File: config.mk
export PLATFORM = sky130hd
export DESIGN_NAME = lock_seq_ctrl
export DESIGN_NICKNAME = d
export VERILOG_FILES = /design/src/rtl/lock_seq_ctrl.sv
export SDC_FILE = /design/constraint.sdc
export NUM_CORES = 1
export LEC_CHECK = 0
export BUFFER_PORTS_ARGS = -buffer_cell sky130_fd_sc_hd__buf_2
export CAP_MARGIN = 25
export CORE_ASPECT_RATIO = 2
export CORE_UTILIZATION = 50
export DETAILED_ROUTE_END_ITERATION = 12
export HOLD_SLACK_MARGIN = 0.1
export PLACE_DENSITY = 0.76
export REMOVE_ABC_BUFFERS = 1
export SYNTH_ARGS = -nofsm -noshare
export SYNTH_HDL_FRONTEND = slang
export SYNTH_SLANG_ARGS = --single-unit
File: constraint.sdc
create_clock -name clk_in -period 5.7 [get_ports clk_in]
set_input_delay 0.285 -clock clk_in [delete_from_list [all_inputs] [get_ports clk_in]]
set_output_delay 0.285 -clock clk_in [all_outputs]
set_load 0.02 [all_outputs]
File: src/rtl/lock_seq_ctrl.sv
// lock_seq_ctrl: digital lock master sequencer (code entry, compare, lockout, auto-relock, reprogram)
// Ports: clk_in/rst clock and async reset; digit_valid/digit_in, enter_pulse, clear_pulse, set_code_pulse
// keypad pulses; locked/unlocked/enb_lock/disable_cnt/alarm status; ok_pulse/err_pulse compare strobes;
// digit_idx digits captured; fail_cnt consecutive failures.
module lock_seq_ctrl #(
    parameter int NUM_DIGITS = 4,
    parameter int DIGIT_W = 4,
    parameter logic [NUM_DIGITS*DIGIT_W-1:0] DEFAULT_CODE = 16'h1234,
    parameter int MAX_FAIL = 3,
    parameter int LOCKOUT_CYC = 100000000,
    parameter int ENTRY_TO = 500000000,
    parameter int RELOCK_CYC = 1000000000
) (
    input  logic               clk_in,
    input  logic               rst,
    input  logic               digit_valid,
    input  logic [DIGIT_W-1:0] digit_in,
    input  logic               enter_pulse,
    input  logic               clear_pulse,
    input  logic               set_code_pulse,
    output logic               locked,
    output logic               unlocked,
    output logic               enb_lock,
    output logic               disable_cnt,
    output logic               alarm,
    output logic               ok_pulse,
    output logic               err_pulse,
    output logic [3:0]         digit_idx,
    output logic [3:0]         fail_cnt
);
    localparam int CW = NUM_DIGITS * DIGIT_W;
    localparam int T_A = (LOCKOUT_CYC > ENTRY_TO) ? LOCKOUT_CYC : ENTRY_TO;
    localparam int T_MAX = (T_A > RELOCK_CYC) ? T_A : RELOCK_CYC;
    localparam int TW = $clog2(T_MAX + 1);
    localparam logic [TW-1:0] LOCK_LAST = TW'(LOCKOUT_CYC - 1);
    localparam logic [TW-1:0] ENTRY_LAST = TW'(ENTRY_TO - 1);
    localparam logic [TW-1:0] RELOCK_LAST = TW'(RELOCK_CYC - 1);
    localparam logic [3:0] N_DIG = 4'(NUM_DIGITS);
    localparam logic [3:0] N_FAIL = 4'(MAX_FAIL);

    typedef enum logic [2:0] {S_LOCKED, S_ENTRY, S_CHECK, S_LOCKOUT, S_UNLOCKED, S_PROGRAM} state_t;

    state_t        state_q, state_d;
    logic [CW-1:0] code_q, code_d, buf_q, buf_d, buf_sh;
    logic [3:0]    idx_q, idx_d, fail_q, fail_d;
    logic [TW-1:0] timer_q, timer_d;
    logic          ok_q, ok_d, err_q, err_d;
    logic          locked_q, locked_d, unlocked_q, unlocked_d, enb_q, enb_d;
    logic          dis_q, dis_d, alarm_q, alarm_d;
    logic          clr, ent, setc, dig, any_in, full, fail_ev;

    // Resolve same-cycle pulses by priority: clear > enter > set_code > digit.
    assign clr    = clear_pulse;
    assign ent    = enter_pulse & ~clear_pulse;
    assign setc   = set_code_pulse & ~clear_pulse & ~enter_pulse;
    assign dig    = digit_valid & ~clear_pulse & ~enter_pulse & ~set_code_pulse;
    assign any_in = digit_valid | enter_pulse | clear_pulse | set_code_pulse;
    assign full   = idx_q == N_DIG;
    // Shifting digits in leaves digit 0 in the MSBs once the buffer is full.
    assign buf_sh = {buf_q[CW-DIGIT_W-1:0], digit_in};

    always_comb begin
        state_d = state_q;
        code_d  = code_q;
        buf_d   = buf_q;
        idx_d   = idx_q;
        fail_d  = fail_q;
        timer_d = timer_q;
        ok_d    = 1'b0;
        err_d   = 1'b0;
        fail_ev = 1'b0;
        case (state_q)
            S_LOCKED: begin
                timer_d = '0;
                if (dig) begin
                    buf_d   = buf_sh;
                    idx_d   = 4'd1;
                    state_d = S_ENTRY;
                end
            end
            S_ENTRY, S_PROGRAM: begin
                timer_d = timer_q + TW'(1);
                if (clr || (!ent && !(dig && !full) && timer_q == ENTRY_LAST)) begin
                    buf_d   = '0;
                    idx_d   = '0;
                    timer_d = '0;
                    state_d = (state_q == S_ENTRY) ? S_LOCKED : S_UNLOCKED;
                end else if (ent && state_q == S_PROGRAM) begin
                    code_d  = full ? buf_q : code_q;
                    ok_d    = full;
                    err_d   = !full;
                    buf_d   = '0;
                    idx_d   = '0;
                    timer_d = '0;
                    state_d = S_UNLOCKED;
                end else if (ent) begin
                    state_d = full ? S_CHECK : state_q;
                    fail_ev = !full;
                end else if (dig && !full) begin
                    buf_d   = buf_sh;
                    idx_d   = idx_q + 4'd1;
                    timer_d = '0;
                end
            end
            S_CHECK: begin
                buf_d = '0;
                idx_d = '0;
                if (buf_q == code_q) begin
                    ok_d    = 1'b1;
                    fail_d  = '0;
                    timer_d = '0;
                    state_d = S_UNLOCKED;
                end else begin
                    fail_ev = 1'b1;
                end
            end
            S_LOCKOUT: begin
                timer_d = timer_q - TW'(1);
                if (timer_q == '0) begin
                    timer_d = '0;
                    fail_d  = '0;
                    state_d = S_LOCKED;
                end
            end
            S_UNLOCKED: begin
                timer_d = any_in ? '0 : timer_q + TW'(1);
                if (ent) begin
                    state_d = S_LOCKED;
                end else if (setc) begin
                    buf_d   = '0;
                    idx_d   = '0;
                    state_d = S_PROGRAM;
                end else if (!any_in && timer_q == RELOCK_LAST) begin
                    timer_d = '0;
                    state_d = S_LOCKED;
                end
            end
            default: state_d = S_LOCKED;
        endcase
        // Shared failure path for a mismatching compare and a short entry.
        if (fail_ev) begin
            err_d   = 1'b1;
            buf_d   = '0;
            idx_d   = '0;
            fail_d  = (fail_q >= N_FAIL - 4'd1) ? N_FAIL : fail_q + 4'd1;
            state_d = (fail_q >= N_FAIL - 4'd1) ? S_LOCKOUT : S_LOCKED;
            timer_d = (fail_q >= N_FAIL - 4'd1) ? LOCK_LAST : '0;
        end
        locked_d   = !(state_d == S_UNLOCKED || state_d == S_PROGRAM);
        unlocked_d = state_d == S_UNLOCKED || state_d == S_PROGRAM;
        enb_d      = state_d == S_UNLOCKED;
        dis_d      = state_d == S_LOCKOUT || state_d == S_PROGRAM;
        alarm_d    = state_d == S_LOCKOUT;
    end

    always_ff @(posedge clk_in or posedge rst) begin
        if (rst) begin
            state_q    <= S_LOCKED;
            code_q     <= DEFAULT_CODE;
            buf_q      <= '0;
            idx_q      <= '0;
            fail_q     <= '0;
            timer_q    <= '0;
            ok_q       <= 1'b0;
            err_q      <= 1'b0;
            locked_q   <= 1'b1;
            unlocked_q <= 1'b0;
            enb_q      <= 1'b0;
            dis_q      <= 1'b0;
            alarm_q    <= 1'b0;
        end else begin
            state_q    <= state_d;
            code_q     <= code_d;
            buf_q      <= buf_d;
            idx_q      <= idx_d;
            fail_q     <= fail_d;
            timer_q    <= timer_d;
            ok_q       <= ok_d;
            err_q      <= err_d;
            locked_q   <= locked_d;
            unlocked_q <= unlocked_d;
            enb_q      <= enb_d;
            dis_q      <= dis_d;
            alarm_q    <= alarm_d;
        end
    end

    assign locked      = locked_q;
    assign unlocked    = unlocked_q;
    assign enb_lock    = enb_q;
    assign disable_cnt = dis_q;
    assign alarm       = alarm_q;
    assign ok_pulse    = ok_q;
    assign err_pulse   = err_q;
    assign digit_idx   = idx_q;
    assign fail_cnt    = fail_q;
endmodule

==> run_results.csv <==
group,metric,value,unit
run_status,status,"completed",
synth,synth_mux_area_share,3.57,%
synth,yosysTopAreaCell,"dfrtp_1",
synth,synthArstFlopShare,100,%
pwr,leakage,2.44,nW
hold_path,holdCritPathClass,"input port to register",
worst_setup_path,path_class,"register to register",
detailed_routing,num_vias,4791,
grt,grt_busiest_layer,"met2",
final_layout,drive_above_1_share,16.3,%
worst_setup_path,cp.arrival,3.91,ns
die,dieArea,10500,um^2
die,row_count,51,
sta,finalClockSkew,0.0121,ns
detailed_routing,ant_nets,0,
synth,synth_top_family_by_area,"simple AND/OR/NAND/NOR gates",
die,die_w,73.0,um
cts,postCtsHoldBufs,0,
worst_setup_path,worstPathRequired,5.90,ns
cts,cts.root.buffer_cell,"clkbuf_16",
synth,synth_compound_area_share,23.0,%
final_layout,final_core_util,57.2,%
synth,yosysSeqAreaShare,39.9,%
final_layout,n_antenna_cell,0,
detailed_routing,drc_errors,0,
sta,period_needed,3.71,ns
worst_setup_path,end_kind,"register",
die,io_pins,25,
synth,synth_fa_ha_area_share,1.49,%
synth,syn_area_per_cell,8.92,um^2
grt,grt_pass1_vias,5038,
sta,setup_tns,0,ns
place,gp_congestion,0.991,
sta,max_freq,0.269,GHz
final_layout,area_growth_syn_to_layout,10.7,%
synth,synthMostInstantiatedCell,"dfrtp_1",
detailed_routing,dr.first_iter.drc_count,534,
cts,cts.path.max_buffers,2,
sta,slew_violations,0,
cts,tritoncts,"yes",
die,initial_core_util,51.6,%
cts,insertion_delay,0.35,ns
synth,yosys_warnings,0,
synth,synth_common_cells,"74 x dfrtp_1, 50 x nand2_1, 43 x clkbuf_1, 36 x nor2_1, 33 x o21ai_0",
detailed_routing,routed_wl,14.9,mm
pwr,peakVddDrop,285,uV
detailed_routing,drt-vias-per-instance,6.82,
detailed_routing,drt_pass1_iterations,7,
sta,whs,0.162,ns
synth,yosysTopAreaCellShare,36.7,%
cts,cts_inserted_buffers,9,
worst_setup_path,ff2ff_setup_slack,1.99,ns
worst_setup_path,crit_fanout,31,
grt,overflow,0,
grt,grt_pass1_wl,24.8,mm
sta,worst_pin_slew,0.932,ns
synth,ys.flop_type,"dfrtp_1",
grt,use_met2,54.7,%
final_layout,design_area,5580,um^2
final_layout,fin_nets,581,
grt,grt_util_met3,5.23,%
grt,antenna_found_initial,0,
place,place_hpwl,10.3,mm
synth,yosys.area_share.simple,23.2,%
sta,slew_headroom,37.8,%
grt,grtUsageTotal,31.3,%
sta,setup_viol,0,
cts,cts_setup_buffers,0,
pwr,total_power,2.26,mW
synth,syn_inst,565,
die,die_y,144,um
synth,synth_area,5040,um^2
worst_setup_path,start_kind,"register",
die,coreArea,9760,um^2
place,dp.cells,680,
final_layout,finalNonFillerCells,702,
grt,met1_usage,31.9,%
place,placed_area,5210,um^2
job,drv_cap,0,
pwr,power_density,405,nW/um^2
synth,synth_cell_types,69,
synth,synth_edf_count,0,
sta,rsz0062_at_grt,"no",
cts,htreeDepth,3,
place,pre_cts_ws,2.14,ns
cts,cts_resized,0,
cts,cts.clk_slew.worst_paths,0.07,ns
sta,final-hold-violation-count,0,
sta,worst_slack,1.99,ns
cts,clkSinkCount,80,
place,portBuffers,24,
grt,grt_max_degree,81,
synth,synth_seq_cells,80,
synth,synth_area_leaders,"dfrtp_1 37%, xnor2_1 3.8%, nand2_1 3.7%",
sta,fin_crit_sh,65.2,%
synth,synth_xor_area_share,4.00,%
detailed_routing,wl_per_cell,21.2,um
[power by group]
part / internal, mW / switching [mW] / total (mW)
clock: 0.364 / 0.246 / 0.610
sequential: 0.645 / 0.124 / 0.768
combinational: 0.315 / 0.565 / 0.880
total: 1.32 / 0.934 / 2.26
[placed cells by master (no fill, tap or decap), types with 4 or more instances in the layout]
| cell | n |
|---|---|
| a211o_1 | 6 |
| a21oi_1 | 24 |
| a221o_1 | 4 |
| a221oi_1 | 4 |
| a22o_1 | 21 |
| a22oi_1 | 5 |
| and2_1 | 7 |
| and3_1 | 7 |
| buf_2 | 25 |
| buf_4 | 9 |
| clkbuf_16 | 9 |
| dfrtp_1 | 74 |
| dfstp_2 | 6 |
| ha_1 | 6 |
| inv_1 | 12 |
| mux2_2 | 16 |
| nand2_1 | 50 |
| nand3_1 | 22 |
| nand4_1 | 15 |
| nor2_1 | 36 |
| nor2b_1 | 4 |
| nor3_1 | 25 |
| nor4_1 | 10 |
| o21a_1 | 4 |
| o21ai_0 | 33 |
| o22a_1 | 5 |
| o22ai_1 | 4 |
| o311ai_0 | 6 |
| o31ai_1 | 5 |
| or3_1 | 9 |
| or4_1 | 9 |
| xnor2_1 | 22 |
[metal layers]
| layer | vias to the layer above | wire, um |
|---|---|---|
| li1 | 2130 | - |
| met1 | 2338 | 5140 |
| met2 | 236 | 7950 |
| met3 | 87 | 670 |
| met4 | 0 | 1150 |
| met5 | - | 0 |
[critical path, cell delays in order (launching register included)]
cell,delay [ns]
dfrtp_1,0.44
inv_1,0.12
ha_1,0.25
or4b_1,0.58
nor4_2,0.57
a31o_2,0.71
nor2_1,0.17
o311ai_0,0.54
nand3_1,0.18
[logic make-up after synthesis]
group,Yosys count
buffers and inverters,62
adder cells (fa/ha/maj),6
multiplexers,16
flip-flops,80
XOR/XNOR,23
AND/OR/NAND/NOR,219
AO/OA/AOI/OAI,159
[path summary, 6_finish.rpt]
check                            start     endpoint  cells after the start
max                         timer_q[0]  timer_q[22]                      8
min                        digit_in[2]     buf_q[2]                      2
max reg2reg                 timer_q[0]  timer_q[22]                      8
min reg2reg                fail_cnt[3]  fail_cnt[3]                      1
max in group asynchronous          rst   code_q[12]                      5
min in group asynchronous          rst  fail_cnt[3]                      4
[state kept, by name, summed over array words and instances, names as in the netlist]
register / count
enb_lock: 1
unlocked: 1
buf_q: 16
code_q: 16
digit_idx: 4
state_q: 3
alarm: 1
locked: 1
disable_cnt: 1
ok_pulse: 1
fail_cnt: 4
err_pulse: 1
timer_q: 30
[cell type report]
class	count	area, um^2
Timing Repair Buffer	38	243
Clock buffer	12	256
Inverter	13	50.0
Multi-Input combinational cell	423	2810
Sequential cell	80	2010
Tap cell	132	165
Clock inverter	4	52.6
Fill cell	863	4180
Note: power is estimated with default switching activity, not from simulation.
